==> config.mk <==
export PLATFORM = sky130hd
export DESIGN_NAME = pipe_stage_skid
export DESIGN_NICKNAME = d
export VERILOG_FILES = /design/src/rtl/pipe_stage_skid.sv
export SDC_FILE = /design/constraint.sdc
export NUM_CORES = 1
export LEC_CHECK = 0
export ABC_AREA = 1
export CAP_MARGIN = 5
export CORE_UTILIZATION = 25
export CTS_BUF_LIST = sky130_fd_sc_hd__clkbuf_2 sky130_fd_sc_hd__clkbuf_4 sky130_fd_sc_hd__clkbuf_8
export DETAILED_ROUTE_END_ITERATION = 8
export GPL_TIMING_DRIVEN = 0
export HOLD_SLACK_MARGIN = 0.1
export SLEW_MARGIN = 20
export SYNTH_ARGS = -nofsm -noshare
export SYNTH_HDL_FRONTEND = slang
export SYNTH_SLANG_ARGS = --single-unit
==> constraint.sdc <==
create_clock -name ACLK -period 1.45 [get_ports ACLK]
set_input_delay 0.2175 -clock ACLK [delete_from_list [all_inputs] [get_ports ACLK]]
set_output_delay 0.2175 -clock ACLK [all_outputs]
set_load 0.005 [all_outputs]
==> src/rtl/pipe_stage_skid.sv <==
// Pipeline-boundary register with valid/ready handshake and a two-entry skid buffer.
// Both handshake outputs come from flops, so no ready path passes through combinationally.

module pipe_stage_skid_chk (
  input logic       clk,
  input logic       rst_n,
  input logic       s_valid,
  input logic       s_ready,
  input logic [1:0] occupancy
);

  // A full stage must never accept a payload, and occupancy never exceeds two entries.
  no_fire_when_full: assert property (@(posedge clk) disable iff (!rst_n)
    !(s_valid && s_ready && (occupancy == 2'd2)));
  occupancy_bound: assert property (@(posedge clk) disable iff (!rst_n)
    occupancy <= 2'd2);

endmodule

module pipe_stage_skid #(
  parameter int                 DATA_W     = 96,
  parameter logic [DATA_W-1:0]  RESET_DATA = '0
) (
  input  logic              ACLK,
  input  logic              ARESETn,
  input  logic              flush_i,
  input  logic              s_valid_i,
  output logic              s_ready_o,
  input  logic [DATA_W-1:0] s_data_i,
  output logic              m_valid_o,
  input  logic              m_ready_i,
  output logic [DATA_W-1:0] m_data_o,
  output logic [1:0]        occupancy_o
);

  typedef enum logic [1:0] {
    EMPTY = 2'd0,
    ONE   = 2'd1,
    TWO   = 2'd2
  } state_e;

  state_e            state_r;
  logic [DATA_W-1:0] main_r;
  logic [DATA_W-1:0] skid_r;
  logic              m_valid_r;
  logic              s_ready_r;
  logic              s_fire_s;
  logic              m_fire_s;

  assign s_fire_s = s_valid_i & s_ready_r;
  assign m_fire_s = m_valid_r & m_ready_i;

  // Occupancy FSM; m_valid_r/s_ready_r are loaded with the values implied by the next state.
  always_ff @(posedge ACLK or negedge ARESETn) begin
    if (!ARESETn) begin
      state_r   <= EMPTY;
      main_r    <= RESET_DATA;
      skid_r    <= RESET_DATA;
      m_valid_r <= 1'b0;
      s_ready_r <= 1'b1;
    end else if (flush_i) begin
      state_r   <= EMPTY;
      main_r    <= RESET_DATA;
      skid_r    <= RESET_DATA;
      m_valid_r <= 1'b0;
      s_ready_r <= 1'b1;
    end else begin
      case (state_r)
        EMPTY: begin
          if (s_fire_s) begin
            state_r   <= ONE;
            main_r    <= s_data_i;
            m_valid_r <= 1'b1;
            s_ready_r <= 1'b1;
          end else begin
            state_r <= EMPTY;
          end
        end
        ONE: begin
          if (s_fire_s && m_fire_s) begin
            main_r <= s_data_i;
          end else if (s_fire_s) begin
            state_r   <= TWO;
            skid_r    <= s_data_i;
            s_ready_r <= 1'b0;
          end else if (m_fire_s) begin
            // Main keeps its stale contents; m_valid_o already marks it meaningless.
            state_r   <= EMPTY;
            m_valid_r <= 1'b0;
          end else begin
            state_r <= ONE;
          end
        end
        TWO: begin
          if (m_fire_s) begin
            state_r   <= ONE;
            main_r    <= skid_r;
            s_ready_r <= 1'b1;
          end else begin
            state_r <= TWO;
          end
        end
        default: begin
          state_r   <= EMPTY;
          main_r    <= RESET_DATA;
          skid_r    <= RESET_DATA;
          m_valid_r <= 1'b0;
          s_ready_r <= 1'b1;
        end
      endcase
    end
  end

  assign s_ready_o   = s_ready_r;
  assign m_valid_o   = m_valid_r;
  assign m_data_o    = main_r;
  assign occupancy_o = state_r;

  pipe_stage_skid_chk u_chk (
    .clk       (ACLK),
    .rst_n     (ARESETn),
    .s_valid   (s_valid_i),
    .s_ready   (s_ready_r),
    .occupancy (occupancy_o)
  );

endmodule

## Yosys cells after proc, flatten, opt, wreduce, memory -nomap -nowiden

Cells that the tools add are included.

| operators by class | value |
|---|---|
| add/sub/neg operators | 0 |
| $mul | 0 |
| div/mod/pow operators | 0 |
| magnitude comparators | 0 |
| equal/unequal tests | 11 |
| shifts and indexed selects | 0 |
| mux-type cells | 26 |
| bitwise operators | 2 |
| reduce and logical (&&, ||, !) cells | 7 |

Operators with widths:

| kind | count |
|---|---|
| 96-bit 2-to-1 mux | 6 |
| 96-bit one-hot mux with 3 select lines | 1 |
| 96-bit one-hot mux with 2 select lines | 1 |
| 3-bit != test (second input constant) | 7 |
| 1-bit 2-to-1 mux | 11 |
| 2-bit 2-to-1 mux | 4 |
| 1-bit one-hot mux with 3 select lines | 2 |
| 2-bit one-hot mux with 3 select lines | 1 |
| 3-bit AND reduction | 2 |
| 5-bit AND reduction | 1 |
| 4-bit AND reduction | 1 |
| 1-bit AND | 2 |
| 2-bit by 1-bit == test with 1-bit output (second input constant) | 1 |
| 2-bit == test (second input constant) | 1 |
| 2-bit zero test | 1 |
| 2-bit by 1-bit != test with 1-bit output (second input constant) | 1 |
| 2-bit != test (second input constant) | 1 |
| 2-bit OR reduction | 1 |
| 1-bit logical AND | 1 |

| word-level totals | value |
|---|---|
| register bits | 196 |
| bits in latches | 0 |
| bits in writable memories | 0 |
| memory bits (read-only) | 0 |
| input bits | 101 |
| output and inout port bits | 100 |
| word-level logic and storage cells | 51 |
| memories | 0 |

## Longest topological paths before layout

Gate-level depths: netlist of run 1.

| depth | value |
|---|---|
| depth after elaboration | 6 |
| mapped depth | 9 |
| gate-level depth less buffers | 7 |

## Worst setup path before layout of run 1

No wires, ideal clock.

| path | value |
|---|---|
| path type | register to register |
| start | register s_ready_r (netlist: s_ready_o) |
| end | register main_r[10] (netlist: m_data_o[10]) |
| setup time | 0.117 ns |
| arrival time | 1.448 ns |
| required time | 1.333 ns |
| setup slack | -0.115 ns |
| cell stages (with the launch flop) | 8 |
| buffers on the path | 2 |
| period minus slack after synthesis | 1.565 ns |
| cell sequence | dfstp_2 > nand2_1 > nor2_1 > inv_2 > buf_2 > clkbuf_1 > nand3_1 > nand2_1 |

| between the ends | value |
|---|---|
| longest elaborated chain between the ends | 4 |
| elaborated cells on any way between the ends | 5 |
| those cells by class | eq/ne: 2; bitwise: 1; reduce/logical: 2 |

RTL lines:

| what | line | source |
|---|---|---|
| start: declaration | 46 | `logic s_ready_r;` |
| start signal: assignment | 60 | `s_ready_r <= 1'b1;` |
| start signal: assignment | 66 | `s_ready_r <= 1'b1;` |
| start signal: assignment | 74 | `s_ready_r <= 1'b1;` |
| 1-bit AND * | 50 | `assign s_fire_s = s_valid_i & s_ready_r;` |
| 1-bit logical AND | 80 | `if (s_fire_s && m_fire_s) begin` |
| 3-bit != test (no line) | - |  |
| 3-bit AND reduction (no line) * | - |  |
| end signal: assignment | 72 | `main_r <= s_data_i;` |
| end signal: assignment | 81 | `main_r <= s_data_i;` |
| end signal: assignment | 97 | `main_r <= skid_r;` |
| end: declaration | 43 | `logic [DATA_W-1:0] main_r;` |

Mark *: on every way between the ends. The rest lies on a longest branch, timed or not.
A chain may end at the register's enable or synchronous reset.

## Final worst setup path of run 1

| path | value |
|---|---|
| start | register state_r[1] (netlist: occupancy_o[1]) |
| end | register main_r[48] (netlist: m_data_o[48]) |

| between the ends | value |
|---|---|
| longest elaborated chain between the ends | 3 |
| elaborated cells on any way between the ends | 9 |
| those cells by class | eq/ne: 5; mux: 2; reduce/logical: 2 |

RTL lines:

| what | line | source |
|---|---|---|
| start: declaration | 42 | `state_e state_r;` |
| start signal: assignment | 56 | `state_r <= EMPTY;` |
| start signal: assignment | 62 | `state_r <= EMPTY;` |
| start signal: assignment | 71 | `state_r <= ONE;` |
| 2-bit by 1-bit == test with 1-bit output (tied with other cells) | 68 | `case (state_r)` |
| 3-bit != test (no line) or 96-bit one-hot mux with 3 select lines (tied branches) | - |  |
| 3-bit AND reduction (no line) or 96-bit 2-to-1 mux (tied branches) | - |  |

Parallel ways exist; a longest one is shown, timed or not.

==> impl_metrics.tcl, run 1 <==
set metrics [dict create \
    antenna_left 0 \
    drt_iter0_drc 586 \
    avgRoutedWirePerCell_um 15.7 \
    cts.clk_slew.worst_paths_ns 0.11 \
    fin_area_sq_mm 0.0135 \
    startpoint_type "flop" \
    synthCells 1179 \
    status "finished with violations" \
    critPathKind "reg -> reg" \
    tightestPinTransition_ns 0.453 \
    placed_cells 1842 \
    cts_tree "yes" \
    p_leak_nw 7.10 \
    synth_warnings 0 \
    synth_top_cell_by_area "dfrtp_1" \
    cp_max_fo 8 \
    synth_commonest_cells "nand2_1, dfrtp_1, nand3_1, o21ai_1, inv_1" \
    rsz0062_at_grt "yes" \
    placed_cell_area_sq_mm 0.0117 \
    synth_nets 1280 \
    vias 8559 \
    clock_path_buffers 2 \
    nFillCells 3699 \
    ys_seq_elements 196 \
    clockRootBuffer "clkbuf_8" \
    end_kind "flop" \
    grt_pass1_wl_um 46700 \
    power_density_mw_per_mm2 1410 \
    place_ws_ns -1.15 \
    worstHoldPathType "in -> async" \
    die_h_um 191 \
    synthTopCellsByArea "dfrtp_1, nand2_1, nand3_1" \
    syn_area_sq_mm 0.00897 \
    cts_max_level 4 \
    gp_congestion 0.787 \
    vias_per_cell 4.40 \
    cp.required_ns 1.83 \
    initial_utilization 0.253 \
    grt_usage 0.168 \
    areaGrowthSynthToFinish_pct 50.1 \
    antenna_found_initial 1 \
    post-route-util 0.380 \
    place_hpwl_um 20800 \
    clock_skew_ns 0.0210 \
    ios 201 \
    wirelength_um 30700 \
    synth_edf_count 0 \
    synthFlopType "dfrtp_1" \
    fmax_mhz 612 \
    fin_crit_sh 1.13 \
    dieWidth_um 191 \
    synth.avg_cell_area_sq_um 7.61 \
    dieArea_sq_mm 0.0367 \
    holdWs_ns 0.205 \
    setup_slack_ns -0.184 \
    slew_violations 0 \
    drive_above_1_share 0.177 \
    core.rowCount 69 \
    fin_setup_tns_ns -26.77 \
    ys_seq_area_frac 0.547 \
    overflow 0 \
    total_power_mw 19.0 \
    violations "setup timing" \
    instances_no_fill 1947 \
    hold_violations 0 \
    max_slew_margin 0.698 \
    clock-sinks 196 \
    drt_first_pass_iters 5 \
    synth.top_cell.area_share 0.544 \
    nNetsFinal 1572 \
    cts_inserted_buffers 17 \
    grt_start_max_net_pins 88 \
    async_flop_share 1.00 \
    ir_worst_vdd_uv 567 \
    synth.distinct_cells 22 \
    yosysMostFrequentCell "nand2_1" \
    setup_viol 194 \
    drv_cap 0 \
    period_needed_ns 1.63 \
    port_buffers 200 \
    cp.arrival_ns 2.02 \
    drcViolationCount 0 \
    grt_pass1_vias 8233 \
    fp.coreArea_sq_mm 0.0355 \
    insertion_delay_ns 0.50 \
]
[layer usage]
layer,vias to the layer above,GRT usage,wire [um]
li1,4270,-,-
met1,4120,0.225,14400
met2,147,0.275,14700
met3,22,0.0288,1070
met4,0,0.0553,519
met5,-,0,0
[report_power, final]
part           switching (mW)  internal (mW)  leakage, nW  total (mW)
Clock                    2.17           1.61        0.210        3.78
Sequential              0.645           6.58         2.62        7.22
Combinational            4.00           4.03         4.27        8.03
[logic make-up (layout without fill, tap and decap cells)]
family	after synthesis	after routing	synth area share
flip-flops	196	196	0.547
AND/OR/NAND/NOR	755	755	0.336
other	0	2	0
buffers and inverters	128	433	0.0611
AO/OA/AOI/OAI	100	100	0.0563
[cell usage in the layout, fill, tap and decap left out, types with 14 or more instances in the layout]
cell | synthesis | layout
buf_4 | 8 | 57
buf_6 | 1 | 19
buf_8 | 0 | 18
clkbuf_2 | 0 | 17
clkbuf_4 | 0 | 14
clkbuf_8 | 0 | 18
clkdlybuf4s15_1 | 0 | 40
clkdlybuf4s50_1 | 0 | 99
dfrtp_1 | 195 | 193
dlygate4sd2_1 | 0 | 48
inv_1 | 50 | 50
nand2_1 | 638 | 578
nand2_2 | 2 | 52
nand3_1 | 100 | 97
o21ai_1 | 88 | 87
[state kept, by name, indices dropped and copies added, names as in the netlist]
register and cells:
s_ready_o 1, m_data_o 96, m_valid_o 1, occupancy_o 2, skid_r 96
[what timing repair did]
item | CTS | global route
hold endpoints to repair | 131 | 0
buffers inserted | 29 | 34
pin swaps | 7 | 10
gates resized for setup | 251 | 143
hold buffers | 1 | 0
gates cloned | 5 | 8
endpoints found under the setup margin | 295 | 299
[final timing paths]
path | endpoint | start | depth (start not counted) | slack (ns)
worst max register to register | m_data_o[48] | occupancy_o[1] | 9 | -0.18
worst max-delay path | m_data_o[48] | occupancy_o[1] | 9 | -0.18
worst min-delay path | m_data_o[77] | ARESETn | 2 | 0.20
worst min register to register | skid_r[45] | skid_r[45] | 2 | 0.50
max in group asynchronous | m_data_o[15] | ARESETn | 4 | 0.26
min in group ACLK | skid_r[53] | s_data_i[53] | 3 | 0.28
[critical path: stages, from the launching register on]
cell	delay (ns)
dfrtp_2	0.48
nor2_4	0.12
nand2_2	0.11
nand3_4	0.21
nand2_8	0.10
buf_12	0.15
buf_8	0.12
buf_6	0.13
nand2_2	0.05
nand2_1	0.04
[area by class of cell]
class | instances | area (sq um) | area share
antenna | 2 | 5.00 | 0.000372
buffer | 69 | 717 | 0.0532
clock buffer | 18 | 241 | 0.0179
clock inverter | 14 | 166 | 0.0124
inverter | 53 | 204 | 0.0151
multi-input combinational | 855 | 3790 | 0.282
sequential | 196 | 4910 | 0.364
tap | 461 | 577 | 0.0428
timing repair buffer | 279 | 2860 | 0.212
Power figures use the tool's default switching activity.
==> run 2, diff against run 1 <==
- CTS_CLUSTER_DIAMETER: not set -> 50
==> results of run 2 <==
Same layout as run 1: the final DEF is identical, and so are final timing and power.
